**config.mk**
```make
export PLATFORM = sky130hd
export DESIGN_NAME = stream_mux_rr_flat
export DESIGN_NICKNAME = d
export VERILOG_FILES = /design/src/rtl/stream_mux_rr_pkg.sv /design/src/rtl/stream_mux_rr_if.sv /design/src/rtl/stream_mux_rr_arbiter.sv /design/src/rtl/stream_mux_rr.sv /design/src/flat_wrapper.sv
export SDC_FILE = /design/constraint.sdc
export NUM_CORES = 1
export LEC_CHECK = 0
export BUFFER_PORTS_ARGS = -buffer_cell sky130_fd_sc_hd__buf_4
export CAP_MARGIN = 10
export CORE_MARGIN = 5
export CORE_UTILIZATION = 43
export CTS_CLUSTER_DIAMETER = 80
export DETAILED_ROUTE_END_ITERATION = 7
export GPL_TIMING_DRIVEN = 1
export PLACE_DENSITY_LB_ADDON = 0.05
export REMOVE_ABC_BUFFERS = 1
export SLEW_MARGIN = 40
export SYNTH_ARGS = -nofsm -noshare
export SYNTH_HDL_FRONTEND = slang
export SYNTH_HIERARCHICAL = 1
export SYNTH_SLANG_ARGS = --single-unit
```
**constraint.sdc**
```tcl
create_clock -name clk -period 4.5 [get_ports clk]
set_clock_uncertainty 0.15 [all_clocks]
set_input_delay 0.225 -clock clk [delete_from_list [all_inputs] [get_ports clk]]
set_output_delay 0.225 -clock clk [all_outputs]
set_load 0.02 [all_outputs]
```
**src/rtl/stream_mux_rr_pkg.sv**
```systemverilog
// Shared constants and types for the round-robin / fixed-priority stream multiplexer.
package stream_mux_rr_pkg;

  localparam int unsigned MODE_RR   = 0;
  localparam int unsigned MODE_PRIO = 1;

  typedef enum logic {
    UNLOCKED = 1'b0,
    LOCKED   = 1'b1
  } lock_state_e;

endpackage

```
**src/rtl/stream_mux_rr_if.sv**
```systemverilog
// NCH input streams plus one output stream; master is the mux side, slave is the sources/sink side.
interface stream_mux_rr_if #(
  parameter int unsigned WIDTH = 32,
  parameter int unsigned NCH   = 4
);
  localparam int unsigned CH_W = $clog2(NCH);

  logic [NCH-1:0]       in_valid;
  logic [NCH*WIDTH-1:0] in_data;
  logic [NCH-1:0]       in_last;
  logic [NCH-1:0]       in_ready;
  logic                 out_valid;
  logic [WIDTH-1:0]     out_data;
  logic                 out_last;
  logic [CH_W-1:0]      out_ch;
  logic                 out_ready;

  modport master (
    input  in_valid, in_data, in_last, out_ready,
    output in_ready, out_valid, out_data, out_last, out_ch
  );

  modport slave (
    output in_valid, in_data, in_last, out_ready,
    input  in_ready, out_valid, out_data, out_last, out_ch
  );
endinterface

```
**src/rtl/stream_mux_rr_arbiter.sv**
```systemverilog
// Rotating priority arbiter: rotate requests by ptr, pick the lowest set bit, rotate the index back.
module rr_arbiter #(
  parameter int unsigned NCH  = 4,
  parameter int unsigned CH_W = $clog2(NCH)
) (
  input  logic [NCH-1:0]  req,
  input  logic [CH_W-1:0] ptr,
  input  logic            en_rr,
  output logic [NCH-1:0]  grant_c,
  output logic [CH_W-1:0] idx_c,
  output logic            any_c
);

  logic [CH_W-1:0] base;
  logic [CH_W-1:0] k;
  logic [NCH-1:0]  rot;
  logic            found;

  // Modular add without a divider so NCH need not be a power of two.
  function automatic logic [CH_W-1:0] add_mod(input logic [CH_W-1:0] a,
                                               input logic [CH_W-1:0] b);
    logic [CH_W:0] s;
    s = {1'b0, a} + {1'b0, b};
    if (s > (CH_W+1)'(NCH - 1)) s = s - (CH_W+1)'(NCH);
    return s[CH_W-1:0];
  endfunction

  always_comb begin
    base    = en_rr ? ptr : '0;
    rot     = '0;
    found   = 1'b0;
    k       = '0;
    grant_c = '0;
    for (int j = 0; j < NCH; j++) rot[j] = req[add_mod(base, CH_W'(j))];
    for (int j = 0; j < NCH; j++) begin
      if (!found && rot[j]) begin
        found = 1'b1;
        k     = CH_W'(j);
      end
    end
    any_c = found;
    idx_c = add_mod(k, base);
    if (found) grant_c[idx_c] = 1'b1;
  end

endmodule

```
**src/rtl/stream_mux_rr.sv**
```systemverilog
// N-channel registered stream mux with packet-locked round-robin or fixed-priority arbitration.
module stream_mux_rr
  import stream_mux_rr_pkg::*;
#(
  parameter int unsigned WIDTH = 32,
  parameter int unsigned NCH   = 4,
  parameter int unsigned MODE  = MODE_RR
) (
  input  logic            clk,
  input  logic            reset,
  stream_mux_rr_if.master bus
);
  localparam int unsigned CH_W = $clog2(NCH);

  lock_state_e     state_q, state_d;
  logic [CH_W-1:0] lock_ch_q, lock_ch_d;
  logic [CH_W-1:0] rr_ptr_q, rr_ptr_d;
  logic            out_valid_q, out_valid_d;
  logic [WIDTH-1:0] out_data_q, out_data_d;
  logic            out_last_q, out_last_d;
  logic [CH_W-1:0] out_ch_q, out_ch_d;

  logic             load_c;
  logic             xfer_c;
  logic [NCH-1:0]   req_c;
  logic [NCH-1:0]   ready_c;
  logic [NCH-1:0]   arb_grant_c;
  logic [CH_W-1:0]  arb_idx_c;
  logic             arb_any_c;
  logic [WIDTH-1:0] sel_data_c;
  logic             sel_last_c;

  assign load_c = !out_valid_q || bus.out_ready;

  rr_arbiter #(.NCH(NCH), .CH_W(CH_W)) u_arb (
    .req     (req_c),
    .ptr     (rr_ptr_q),
    .en_rr   (MODE == MODE_RR),
    .grant_c (arb_grant_c),
    .idx_c   (arb_idx_c),
    .any_c   (arb_any_c)
  );

  // Lock FSM: state register.
  always_ff @(posedge clk) begin
    if (reset) begin
      state_q   <= UNLOCKED;
      lock_ch_q <= '0;
    end else begin
      state_q   <= state_d;
      lock_ch_q <= lock_ch_d;
    end
  end

  // Lock FSM: next state. A non-last beat locks onto its channel, a last beat releases.
  always_comb begin
    state_d   = state_q;
    lock_ch_d = lock_ch_q;
    if (xfer_c) begin
      if (sel_last_c) begin
        state_d = UNLOCKED;
      end else begin
        state_d   = LOCKED;
        lock_ch_d = arb_idx_c;
      end
    end
  end

  // Lock FSM: outputs. While locked only the owning channel may request.
  always_comb begin
    req_c   = bus.in_valid;
    ready_c = '0;
    if (state_q == LOCKED) req_c = bus.in_valid & (NCH'(1) << lock_ch_q);
    if (!reset && load_c && arb_any_c) ready_c = arb_grant_c;
  end

  assign bus.in_ready = ready_c;
  assign xfer_c       = |(bus.in_valid & ready_c);

  // AND-OR select of the granted beat.
  always_comb begin
    sel_data_c = '0;
    sel_last_c = 1'b0;
    for (int i = 0; i < NCH; i++) begin
      if (arb_grant_c[i]) begin
        sel_data_c = bus.in_data[i*WIDTH +: WIDTH];
        sel_last_c = bus.in_last[i];
      end
    end
  end

  always_comb begin
    rr_ptr_d    = rr_ptr_q;
    out_valid_d = out_valid_q;
    out_data_d  = out_data_q;
    out_last_d  = out_last_q;
    out_ch_d    = out_ch_q;
    if ((MODE == MODE_RR) && xfer_c && sel_last_c) begin
      rr_ptr_d = (arb_idx_c == CH_W'(NCH - 1)) ? '0 : arb_idx_c + CH_W'(1);
    end
    if (load_c) begin
      out_valid_d = xfer_c;
      if (xfer_c) begin
        out_data_d = sel_data_c;
        out_last_d = sel_last_c;
        out_ch_d   = arb_idx_c;
      end
    end
  end

  always_ff @(posedge clk) begin
    if (reset) begin
      rr_ptr_q    <= '0;
      out_valid_q <= 1'b0;
      out_data_q  <= '0;
      out_last_q  <= 1'b0;
      out_ch_q    <= '0;
    end else begin
      rr_ptr_q    <= rr_ptr_d;
      out_valid_q <= out_valid_d;
      out_data_q  <= out_data_d;
      out_last_q  <= out_last_d;
      out_ch_q    <= out_ch_d;
    end
  end

  assign bus.out_valid = out_valid_q;
  assign bus.out_data  = out_data_q;
  assign bus.out_last  = out_last_q;
  assign bus.out_ch    = out_ch_q;

endmodule
```
**src/flat_wrapper.sv**
```systemverilog
// flat-port wrapper written by rule: the top's interface ports become plain ports
module stream_mux_rr_flat import stream_mux_rr_pkg::*;
#(
  parameter int unsigned WIDTH = 32,
  parameter int unsigned NCH   = 4,
  parameter int unsigned MODE  = MODE_RR
)
  (clk, reset, bus_in_valid, bus_in_data, bus_in_last, bus_out_ready, bus_in_ready, bus_out_valid, bus_out_data, bus_out_last, bus_out_ch);
  stream_mux_rr_if #(.WIDTH(WIDTH), .NCH(NCH)) bus_i ();
  input  logic clk;
  input  logic reset;
  input wire logic [$bits(bus_i.in_valid)-1:0] bus_in_valid;
  input wire logic [$bits(bus_i.in_data)-1:0] bus_in_data;
  input wire logic [$bits(bus_i.in_last)-1:0] bus_in_last;
  input wire logic [$bits(bus_i.out_ready)-1:0] bus_out_ready;
  output wire logic [$bits(bus_i.in_ready)-1:0] bus_in_ready;
  output wire logic [$bits(bus_i.out_valid)-1:0] bus_out_valid;
  output wire logic [$bits(bus_i.out_data)-1:0] bus_out_data;
  output wire logic [$bits(bus_i.out_last)-1:0] bus_out_last;
  output wire logic [$bits(bus_i.out_ch)-1:0] bus_out_ch;
  assign bus_i.in_valid = bus_in_valid;
  assign bus_i.in_data = bus_in_data;
  assign bus_i.in_last = bus_in_last;
  assign bus_i.out_ready = bus_out_ready;
  assign bus_in_ready = bus_i.in_ready;
  assign bus_out_valid = bus_i.out_valid;
  assign bus_out_data = bus_i.out_data;
  assign bus_out_last = bus_i.out_last;
  assign bus_out_ch = bus_i.out_ch;
  stream_mux_rr #(.WIDTH(WIDTH), .NCH(NCH), .MODE(MODE)) u_core (.clk(clk), .reset(reset), .bus(bus_i));
endmodule
```
==> metrics.md, run 1 <==
| Metric | Value |
|---|---|
| CP Data Arrival Time | 4230 ps |
| Worst-case vdd ir drop | 0.000547 V |
| Drt pass-1 iters | 5 |
| Tmin final | 4200 ps |
| Max Cap Violations | 0 |
| Core Footprint | 0.00631 mm^2 |
| Routability Congestion | 0.820 |
| Routed WL | 9820 um |
| DIE WIDTH | 90.2 um |
| All-layer global routing usage | 0.230 |
| Fmax | 0.238 GHz |
| DP Worst Slack | 275 ps |
| Mapped Area | 0.00276 mm^2 |
| Actual slew at the worst max-slew pin | 797 ps |
| Later-pin clock latency in the skew report | 280 ps |
| Die Ht | 90.2 um |
| Final Hold Slack | 65.7 ps |
| Layout area overhead | 55.3% |
| Via count | 3261 |
| Flops & latches, synth | 41 |
| Clk pin slew, worst setup/hold paths | 80 ps |
| Initial DRC count | 128 |
| Initial core utilization | 0.438 |
| Register Area | 821 um^2 |
| Port Buf Inserts | 178 |
| Vias in the first global route | 3306 |
| Worst EP required | 4530 ps |
| Synth unique cells | 43 |
| Cell count after synthesis | 349 |
| RSZ-0062 raised after global routing | false |
| Die area | 0.00813 mm^2 |
| CTS H-tree depth | 2 |
| Critical R2R Launch | u_core/lock_ch_q[0] |
| Largest net degree at the start of global routing | 68 |
| Fillcell total | 578 |
| FP Rows | 29 |
| Clock buffer depth | 2 |
| # DRC | 0 |
| Final core occ | 0.680 |
| CP startpoint | u_core/lock_ch_q[0] |
| Layout cells sized above 1 | 0.406 |
| Clk sinks | 41 |
| First-pass GRT wire length | 15800 um |
| Period utilization | 0.932 |
| Worst slew margin | 0.464 |
| Cell Pwr Density | 823 mW/mm^2 |
| Design Area, Final | 0.00429 mm^2 |
| DP Area | 0.00417 mm^2 |
| Aggregate global routing overflow | 0 |
| CTS root buf | clkbuf_8 |
| Final setup fails | 0 |
| Ports | 179 |
| TritonCTS buffer count | 5 |
| Setup CP Type | reg2reg |
| Final Net Count | 655 |
| Footprint of the multi-input gates | 0.00169 mm^2 |
| Most frequent cells in the layout | 184 x buf_4, 42 x nor2_1, 41 x dfxtp_1, 37 x nand2_1, 36 x inv_1 |
| Antenna Nets Post-Route | 0 |
| Crit start category | register |
| Yosys warning count | 6 |
| Vias/cell | 5.51 |
| Synth Area per Inst | 7.92 um^2 |
| Dpl hpwl | 7420 um |
| Commonest non-fill, non-tap cell in the layout | buf_4 |
| Register area share after synthesis | 0.297 |
| Slew Limit Fails | 0 |
| WL per Instance | 16.6 um |
| Antenna diode count | 0 |
| CTS tree | yes |
| CP max FO | 35 |
| Final hold violation count | 0 |
| Pwr Total | 0.00353 W |
| Static leakage | 2.00 nW |
| Worst min path class | in2reg |
| Status | completed |
| Hold Startpoint | bus_in_data[126] |
| Setup crit end kind | register |
| Antenna violations before repair | 0 |
| Final WS setup | 304 ps |
-- final cells by class --
class / instances / share of cell area
Tap cell: 77 / 0.0224
Clock inverter: 1 / 0.00700
Inverter: 36 / 0.0315
Timing Repair Buffer: 187 / 0.334
Sequential cell: 41 / 0.191
Multi-Input combinational cell: 243 / 0.394
Clock buffer: 7 / 0.0201
-- power by group --
part / total [W] / switching [W] / internal (W)
logic: 0.00258 / 0.00143 / 0.00115
clock network: 0.000304 / 0.000123 / 0.000181
registers: 0.000649 / 0.000106 / 0.000543
-- state kept, by name, indices dropped and copies added (netlist names) --
| name | cells |
|---|---|
| u_core/bus.out_data | 32 |
| u_core/state_q | 1 |
| u_core/lock_ch_q | 2 |
| u_core/bus.out_valid | 1 |
| u_core/rr_ptr_q | 2 |
| u_core/bus.out_last | 1 |
| u_core/bus.out_ch | 2 |
-- worst paths after layout --
path                                   to  slack [ps]  cells after the start
setup reg to reg  u_core/bus.out_data[10]         300                     14
setup / recovery  u_core/bus.out_data[10]         300                     14
hold / removal    u_core/bus.out_data[30]          70                      3
hold reg to reg       u_core/bus.out_last         340                      2
-- Yosys cell counts --
library cell / instances / area share
conb_1: 1 / 0.0014
o21ai_0: 2 / 0.0036
mux2_1: 1 / 0.0041
buf_4: 2 / 0.0054
ha_1: 2 / 0.0091
nor2b_1: 4 / 0.0091
a211oi_1: 3 / 0.0081
nor4_1: 2 / 0.0045
o31ai_1: 1 / 0.0027
and4b_2: 1 / 0.0041
nand2_1: 37 / 0.050
a22oi_1: 1 / 0.0027
nor3_1: 2 / 0.0036
xor2_1: 3 / 0.0095
clkbuf_1: 22 / 0.030
buf_1: 1 / 0.0014
a22oi_2: 1 / 0.0045
and2_1: 5 / 0.011
a2111oi_4: 1 / 0.010
nor2_1: 44 / 0.060
a221oi_2: 1 / 0.0054
nand2b_1: 5 / 0.011
nand3b_1: 1 / 0.0027
mux2_2: 1 / 0.0041
buf_6: 1 / 0.0041
dfxtp_1: 41 / 0.30
and3_2: 1 / 0.0027
a221o_1: 1 / 0.0036
a221oi_1: 32 / 0.10
inv_1: 36 / 0.049
a31o_2: 2 / 0.0063
a21boi_0: 3 / 0.0081
mux2i_1: 3 / 0.011
buf_2: 9 / 0.016
a311oi_1: 32 / 0.10
a211o_1: 34 / 0.11
nor3_2: 1 / 0.0036
o21ai_2: 1 / 0.0032
a221oi_4: 1 / 0.0095
nor3b_1: 1 / 0.0027
a21oi_1: 3 / 0.0054
xnor2_1: 2 / 0.0063
and3_1: 1 / 0.0023
-- metal layers --
metal,track usage,wire length (um),up-vias
li1,-,-,1626
met1,0.264,3870,1489
met2,0.402,4890,134
met3,0.0793,883,12
met4,0.0695,176,0
met5,0,0,-
-- metrics by stage --
| step | TNS [ps] | cells |
|---|---|---|
| after floorplan | -181620 | 320 |
| after global placement | 0 | 584 |
| after detailed placement | 0 | 584 |
| after CTS | 0 | 592 |
| after global routing | 0 | 592 |
| final | 0 | 592 |
-- logic make-up after synthesis --
| logic type | synth area share |
|---|---|
| simple gates | 0.168 |
| mux | 0.0190 |
| other cells | 0.00136 |
| buf+inv | 0.106 |
| xor+xnor | 0.0158 |
| compound gates | 0.384 |
| fa+ha+maj | 0.00905 |
| flops | 0.297 |
-- critical path, stage by stage, from the launching register on --
cell and delay (ps):
dfxtp_1 390, nand2_1 70, a21boi_0 450, mux2_1 270, a221oi_4 80, a221o_1 380, ha_1 210, xor2_1 340
xor2_1 180, nor2_2 290, a22oi_2 150, a2111oi_4 540, buf_12 250, nor2_1 70, a311oi_1 280
-- repair_timing --
action / CTS / global route
gates resized for setup: 0 / 2
buffers inserted: 0 / 0
hold buffers: 0 / 0
setup endpoints to repair: 0 / 19
Power figures use the tool's default switching activity.
==> inputs of run 2 (changes only) <==
--- a/config.mk
+++ b/config.mk
@@ -5,10 +5,11 @@
 export SDC_FILE = /design/constraint.sdc
 export NUM_CORES = 1
 export LEC_CHECK = 0
+export ABC_AREA = 1
 export BUFFER_PORTS_ARGS = -buffer_cell sky130_fd_sc_hd__buf_4
 export CAP_MARGIN = 10
 export CORE_MARGIN = 5
-export CORE_UTILIZATION = 43
+export CORE_UTILIZATION = 44
 export CTS_CLUSTER_DIAMETER = 80
 export DETAILED_ROUTE_END_ITERATION = 7
 export GPL_TIMING_DRIVEN = 1
==> run 2 against run 1 <==
Clock power fell by 22%. Critical path depth grew 9. Utilization down 1.9 points. Synthesized area up 9.4%. Clock-buffer cell count shrank 2. Critical endpoint is now u_core/lock_ch_q[1]. Largest cell class unchanged. Highest routed layer unchanged.
==> metrics.md, run 2 <==
| Metric | Value |
|---|---|
| Vias/cell | 5.11 (-7.2%) |
| Routability Congestion | 0.787 (-4.0%) |
| Worst-case vdd ir drop | 0.000374 V (-32%) |
| Status | completed |
| Min-Delay Path Depth | 5 (+2) |
| Register area share after synthesis | 0.272 (-0.0254) |
| Routed wl met2 | 5120 um (+4.7%) |
| # DRC | 0 (unchanged) |
| Largest net degree at the start of global routing | 68 (unchanged) |
| TritonCTS buffer count | 5 (unchanged) |
| Port Buf Inserts | 178 (unchanged) |
| Worst EP required | 4550 ps (+20 ps) |
| Period utilization | 0.873 (-0.0598) |
| DP Worst Slack | 606 ps (+331 ps) |
| Dominant cells by area after synthesis | dfxtp_1 27%, nand2_1 18%, o21ai_0 11% |
| Met1 Routed Length | 4260 um (+10%) |
| Pwr Total | 0.00342 W (-3.2%) |
| Clock buffer depth | 2 (unchanged) |
| Via count | 3897 (+20%) |
| Most instantiated library cell after synthesis | nand2_1 |
| Uppermost layer routed | met4 |
| Critical R2R Launch | u_core/lock_ch_q[0] |
| Hold Startpoint | bus_in_data[120] |
| Synth unique cells | 27 (-37%) |
| Reg2reg setup slack | 570 ps (+270 ps) |
| Worst min path class | in2reg |
| Clk sinks | 41 (unchanged) |
| Area fraction of the dominant cell type after synthesis | 0.272 (-0.0254) |
| Cell Pwr Density | 766 mW/mm^2 (-7.0%) |
| Yosys warning count | 6 (unchanged) |
| Clk pin slew, worst setup/hold paths | 80 ps (about the same) |
| Final Net Count | 822 (+25%) |
| All-layer global routing usage | 0.245 (+0.0145) |
| Antenna violations before repair | 0 (unchanged) |
| Min-Delay Endpoint | u_core/bus.out_data[24] |
| Die area | 0.00863 mm^2 (+6.1%) |
| Initial DRC count | 157 (+23%) |
| RR Endpoint | u_core/lock_ch_q[1] |
| Final core occ | 0.661 (-0.0190) |
| CP max FO | 40 (+14%) |
| Crit start category | register |
| Flops & latches, synth | 41 (unchanged) |
| DIE WIDTH | 92.9 um (+3.0%) |
| Later-pin clock latency in the skew report | 300 ps (+20 ps) |
| Initial core utilization | 0.447 (+0.00963) |
| Post-CTS resize count | 0 (unchanged) |
| CTS H-tree depth | 2 (unchanged) |
| Final hold violation count | 0 (unchanged) |
| Reg2Reg Depth | 23 (+9) |
| Cell count after synthesis | 517 (+48%) |
| Die Ht | 92.9 um (+3.0%) |
| Vias in the first global route | 3740 (+13%) |
| Setup CP Type | reg2reg |
| Drt pass-1 iters | 5 (unchanged) |
| Synth async-reset ratio | 0 (unchanged) |
| Layout cells sized above 1 | 0.331 (-0.0744) |
| CP Data Arrival Time | 3980 ps (-250 ps) |
| Tmin final | 3930 ps (-269 ps) |
| Actual slew at the worst max-slew pin | 657 ps (-140 ps) |
| Slew Limit Fails | 0 (unchanged) |
| Fmax | 0.255 GHz (+6.8%) |
| Number of synthesized flops with an enable pin | 0 (unchanged) |
| Dominant synthesized flop cell | dfxtp_1 |
| Max Cap Violations | 0 (unchanged) |
| Commonest non-fill, non-tap cell in the layout | buf_4 |
| First-pass GRT wire length | 17200 um (+8.6%) |
| Core Footprint | 0.00676 mm^2 (+7.0%) |
| Worst slew margin | 0.560 (+0.0964) |
| Final Hold Slack | 106 ps (+40.3 ps) |
| Mapped Area | 0.00302 mm^2 (+9.4%) |
| Routed WL | 10600 um (+8.4%) |
| Synth area leader | dfxtp_1 |
| RSZ-0062 raised after global routing | false |
| Final WS setup | 573 ps (+269 ps) |
| Final setup fails | 0 (unchanged) |
| Layout area overhead | 47.7% |
| CTS tree | yes |
| Most frequent cells in the layout | 189 x buf_4, 141 x nand2_1, 88 x nor2_1, 69 x o21ai_0, 41 x dfxtp_1 |
| Dpl hpwl | 8190 um (+10%) |
| Static leakage | 2.28 nW (+14%) |
| CTS root buf | clkbuf_8 |
| WL per Instance | 14.0 um (-16%) |
| Synth top cells by count | 141 x nand2_1, 89 x nor2_1, 69 x o21ai_0 |
| Max reg flops | 32 (unchanged) |
| Synth Area per Inst | 5.85 um^2 (-26%) |
| Ports | 179 (unchanged) |
| Setup crit end kind | register |
| Aggregate global routing overflow | 0 (unchanged) |
| Antenna diode count | 0 (unchanged) |
| Met3 WL | 1070 um (+21%) |
| Antenna Nets Post-Route | 0 (unchanged) |
| FP Rows | 30 (+3.4%) |
-- run 2: timing repair --
action                                  4_1_cts  5_1_grt
hold endpoints to repair                      3        0
hold buffers                                  1        0
buffers inserted                              0        2
endpoints found under the setup margin        0        1
-- run 2: cell type report --
cell class | instances | area (um^2)
clock buffer | 5 | 68.8
multi-input combinational | 418 | 1930
clock inverter | 3 | 17.5
sequential | 41 | 821
fill | 664 | 2290
timing repair buffer | 190 | 1430
tap | 80 | 100
inverter | 25 | 93.8
-- run 2: worst max-delay path by stage --
stage                         from                       to  slack, ps  cells past startpoint
3_3_place_gp   u_core/lock_ch_q[1]  u_core/bus.out_data[28]        640                     19
3_5_place_dp   u_core/lock_ch_q[0]      u_core/lock_ch_q[1]        610                     20
2_1_floorplan   u_core/rr_ptr_q[0]      u_core/bus.out_last       -750                     18
5_1_grt        u_core/lock_ch_q[0]      u_core/bus.out_last        100                     23
4_1_cts        u_core/lock_ch_q[0]          bus_in_ready[2]        360                     18
6_report       u_core/lock_ch_q[0]      u_core/lock_ch_q[1]        570                     23
-- run 2: routing by layer --
layer / GRT usage / vias to the layer above
met5: 0 / -
met4: 0.0708 / 0
met3: 0.0772 / 15
met2: 0.419 / 154
met1: 0.293 / 1738
li1: - / 1990
-- run 2: cell families (layout without fill, tap and decap cells) --
family,Yosys count,in the layout,share of synthesized area
simple gates,271,271,0.380
compound gates,141,141,0.237
buf+inv,60,223,0.0993
flops,41,41,0.272
fa+ha+maj,2,2,0.00828
other cells,1,3,0.00124
xor+xnor,1,1,0.00290
-- run 2: stage by stage --
stage	cells	setup TNS [ps]	instance area [um^2]
after CTS	760	0	4450
after global placement	751	0	4350
final	762	0	4460
after floorplan	484	-27860	2820
after global routing	762	0	4460
after detailed placement	751	0	4350
-- run 2: power breakdown --
group | leakage (nW) | switching [W] | total [W] | internal [W]
Sequential | 0.337 | 0.0000723 | 0.000538 | 0.000466
Combinational | 1.90 | 0.00167 | 0.00264 | 0.000975
Clock | 0.0439 | 0.000131 | 0.000238 | 0.000107
-- run 2: worst max-delay path, stage by stage, from the launching register on --
cell	delay, ps
dfxtp_1	350
inv_1	90
nand2_1	60
a21boi_0	410
nand3_1	140
nand2_1	120
nand2_1	70
nand2_2	100
a21oi_1	40
nor2_1	90
ha_1	160
xor2_1	220
inv_1	110
nand2_4	120
nand2_4	70
nor2_2	190
buf_4	230
nand4_1	110
nand2_1	120
inv_1	60
nand2_2	490
nand3_1	170
nand2_1	100
nor2_1	40
==> inputs of run 3 (changes only) <==
--- a/config.mk
+++ b/config.mk
@@ -5,15 +5,16 @@
 export SDC_FILE = /design/constraint.sdc
 export NUM_CORES = 1
 export LEC_CHECK = 0
-export ABC_AREA = 1
+export ABC_AREA = 0
 export BUFFER_PORTS_ARGS = -buffer_cell sky130_fd_sc_hd__buf_4
 export CAP_MARGIN = 10
 export CORE_MARGIN = 5
-export CORE_UTILIZATION = 44
+export CORE_UTILIZATION = 43
 export CTS_CLUSTER_DIAMETER = 80
 export DETAILED_ROUTE_END_ITERATION = 7
 export GPL_TIMING_DRIVEN = 1
 export PLACE_DENSITY_LB_ADDON = 0.05
+export RECOVER_POWER = 50
 export REMOVE_ABC_BUFFERS = 1
 export SLEW_MARGIN = 40
 export SYNTH_ARGS = -nofsm -noshare
==> run 3 against run 2 <==
Worst setup slack got worse by 290 ps. Critical path depth decreased by 9. Clock power rose by 28%. Utilization down 0.24 points. Via count is 16% lower. Die area shrank 5.8%. Wire length down 8.0%. Cell area down 6.9%. Highest routed layer unchanged.
==> metrics.md, run 3 (same netlist as run 1, synthesis figures left out) <==
| Metric | Value |
|---|---|
| FP Rows | 29 (-3.3%) |
| Die area | 0.00813 mm^2 (-5.8%) |
| CP Data Arrival Time | 4250 ps (+270 ps) |
| Logic pwr share | 0.721 (-0.052) |
| Post-CTS Setup Inserts | 0 (unchanged) |
| CTS tree | yes |
| Antenna diode count | 0 (unchanged) |
| Clock power share | 0.090 (+0.020) |
| Vias in the first global route | 3306 (-12%) |
| Dpl hpwl | 7420 um (-9.4%) |
| Worst slew margin | 0.462 (-0.0986) |
| Most frequent cells in the layout | 147 x buf_4, 42 x nor2_1, 41 x dfxtp_1, 37 x clkbuf_1, 37 x nand2_1 |
| Die Ht | 90.2 um (-2.9%) |
| TritonCTS buffer count | 5 (unchanged) |
| DP Worst Slack | 275 ps (-331 ps) |
| Routed WL | 9800 um (-8.0%) |
| Hold Startpoint | bus_in_data[126] |
| Worst-case vdd ir drop | 0.000537 V (+44%) |
| Initial core utilization | 0.438 (-0.00963) |
| Period utilization | 0.937 (+0.0639) |
| Later-pin clock latency in the skew report | 280 ps (-20 ps) |
| Cell Pwr Density | 817 mW/mm^2 (+6.7%) |
| Clock buffer depth | 2 (unchanged) |
| Slowest CP cell | a2111oi_4 |
| Net Sw Frac | 0.487 (-0.0602) |
| Max reg flops | 32 (unchanged) |
| DIE WIDTH | 90.2 um (-2.9%) |
| Sw power | 0.00165 W (-12%) |
| Final setup fails | 0 (unchanged) |
| Final Net Count | 655 (-20%) |
| Worst EP required | 4530 ps (-20 ps) |
| Worst path max stage delay | 540 ps (+50 ps) |
| Design Area, Final | 0.00416 mm^2 (-6.9%) |
| Routability Congestion | 0.820 (+4.2%) |
| # DRC | 0 (unchanged) |
| Setup CP Type | reg2reg |
| Initial DRC count | 126 (-20%) |
| Ports | 179 (unchanged) |
| Final core occ | 0.658 (-0.00240) |
| Layout area overhead | 50.4% |
| Critical R2R Launch | u_core/lock_ch_q[0] |
| Drt pass-1 iters | 4 (-1) |
| WL per Instance | 16.5 um (+18%) |
| Antenna violations before repair | 0 (unchanged) |
| Aggregate global routing overflow | 0 (unchanged) |
| RSZ-0062 raised after global routing | false |
| Final WS setup | 285 ps (-288 ps) |
| First-pass GRT wire length | 15800 um (-7.9%) |
| All-layer global routing usage | 0.230 (-0.0145) |
| Clk pin slew, worst setup/hold paths | 80 ps (about the same) |
| Pwr Total | 0.00340 W (-0.64%) |
| Max Cap Violations | 0 (unchanged) |
| Pint | 0.00174 W (+13%) |
| Antenna Nets Post-Route | 0 (unchanged) |
| Final Hold Slack | 64.7 ps (-41.4 ps) |
| Actual slew at the worst max-slew pin | 800 ps (+143 ps) |
| Slew Limit Fails | 0 (unchanged) |
| DP Area | 0.00417 mm^2 (-4.2%) |
| Largest net degree at the start of global routing | 68 (unchanged) |
| Commonest non-fill, non-tap cell in the layout | buf_4 |
| Seq pwr share | 0.190 (+0.032) |
| CP max FO | 12 (-70%) |
| Crit start category | register |
| Static leakage | 1.85 nW (-19%) |
| Via count | 3282 (-16%) |
| Core Footprint | 0.00631 mm^2 (-6.6%) |
| Worst min path class | in2reg |
| Port Buf Inserts | 178 (unchanged) |
| Clk sinks | 41 (unchanged) |
| Crit-path most repeated cell | xor2_1 |
| Cells along the critical path | nand2_1, a21boi_0, mux2_1, a221oi_4, a221o_1, ha_1, xor2_1, xor2_1, nor2_2, a22oi_2, a2111oi_4, buf_4, nor2_1, a311oi_1 |
| CTS root buf | clkbuf_8 |
| CTS H-tree depth | 2 (unchanged) |
| Setup crit end kind | register |
| Layout cells sized above 1 | 0.336 (+0.00454) |
| Fmax | 0.237 GHz (-6.8%) |
| Final hold violation count | 0 (unchanged) |
| Vias/cell | 5.54 (+8.4%) |
| Tmin final | 4210 ps (+288 ps) |
| Status | completed |
| CP startpoint | u_core/lock_ch_q[0] |
==> run 3: changes by cell type in the layout (fill, tap and decap cells not counted), sizes merged, moves of 5 or more <==
cell    before  now
a211o        0   34
a21oi       38    3
a221oi       0   34
a311oi       0   32
and2         0    5
buf        189  150
clkbuf       5   44
inv         25   36
nand2      154   37
nand2b       0    5
nand3       19    0
nor2        93   44
o21ai       99    3
==> run 3: path summary, 6_finish.rpt <==
kind / end / slack (ps) / depth (start not counted)
max: u_core/bus.out_data[31] / 290 / 14
min: u_core/bus.out_data[30] / 60 / 3
max reg2reg: u_core/bus.out_data[31] / 290 / 14
min reg2reg: u_core/bus.out_last / 340 / 2
==> run 3: metal layers <==
metal	share of wire	wire length [um]	up-vias	GRT usage
li1	-	-	1624	-
met1	0.39	3810	1488	0.264
met2	0.50	4850	156	0.402
met3	0.097	948	14	0.0793
met4	0.019	186	0	0.0695
met5	0	0	-	0
==> run 3: worst max-delay path: cells and delay by family, from the launching register on <==
family,cells,cell delay [ps]
AO/OA/AOI/OAI,6,1870
XOR/XNOR,2,520
AND/OR/NAND/NOR,3,420
flip-flops,1,390
buffers and inverters,1,280
multiplexers,1,270
adder cells (fa/ha/maj),1,210
==> run 3: timing repair <==
| item | CTS | global route |
|---|---|---|
| hold endpoints to repair | 0 | 0 |
| setup endpoints to repair | 0 | 19 |
| resized for setup | 0 | 2 |
| hold buffers | 0 | 0 |
==> run 3: power by group through the flow <==
stage	clock, W	combinational, W	sequential (W)
after detailed placement	0	0.00256	0.000656
after CTS	0.000312	0.00258	0.000648
after global routing	0.000326	0.00268	0.000668
final	0.000304	0.00245	0.000644
after global placement	0	0.00250	0.000650
after floorplan	0	0.00155	0.000838
==> run 3: final cells by class <==
type	instances	area, um^2
Clock buffer	7	86.3
Clock inverter	1	30.0
Timing Repair Buffer	187	1300
Inverter	36	135
Multi-Input combinational cell	243	1690
Sequential cell	41	821
Tap cell	77	96.3
Fill cell	588	2160
==> run 3: metrics by stage <==
step	cells	TNS [ps]
detailed placement	584	0
floorplan	320	-181620
CTS	592	0
global route	592	0
global placement	584	0
finish	592	0
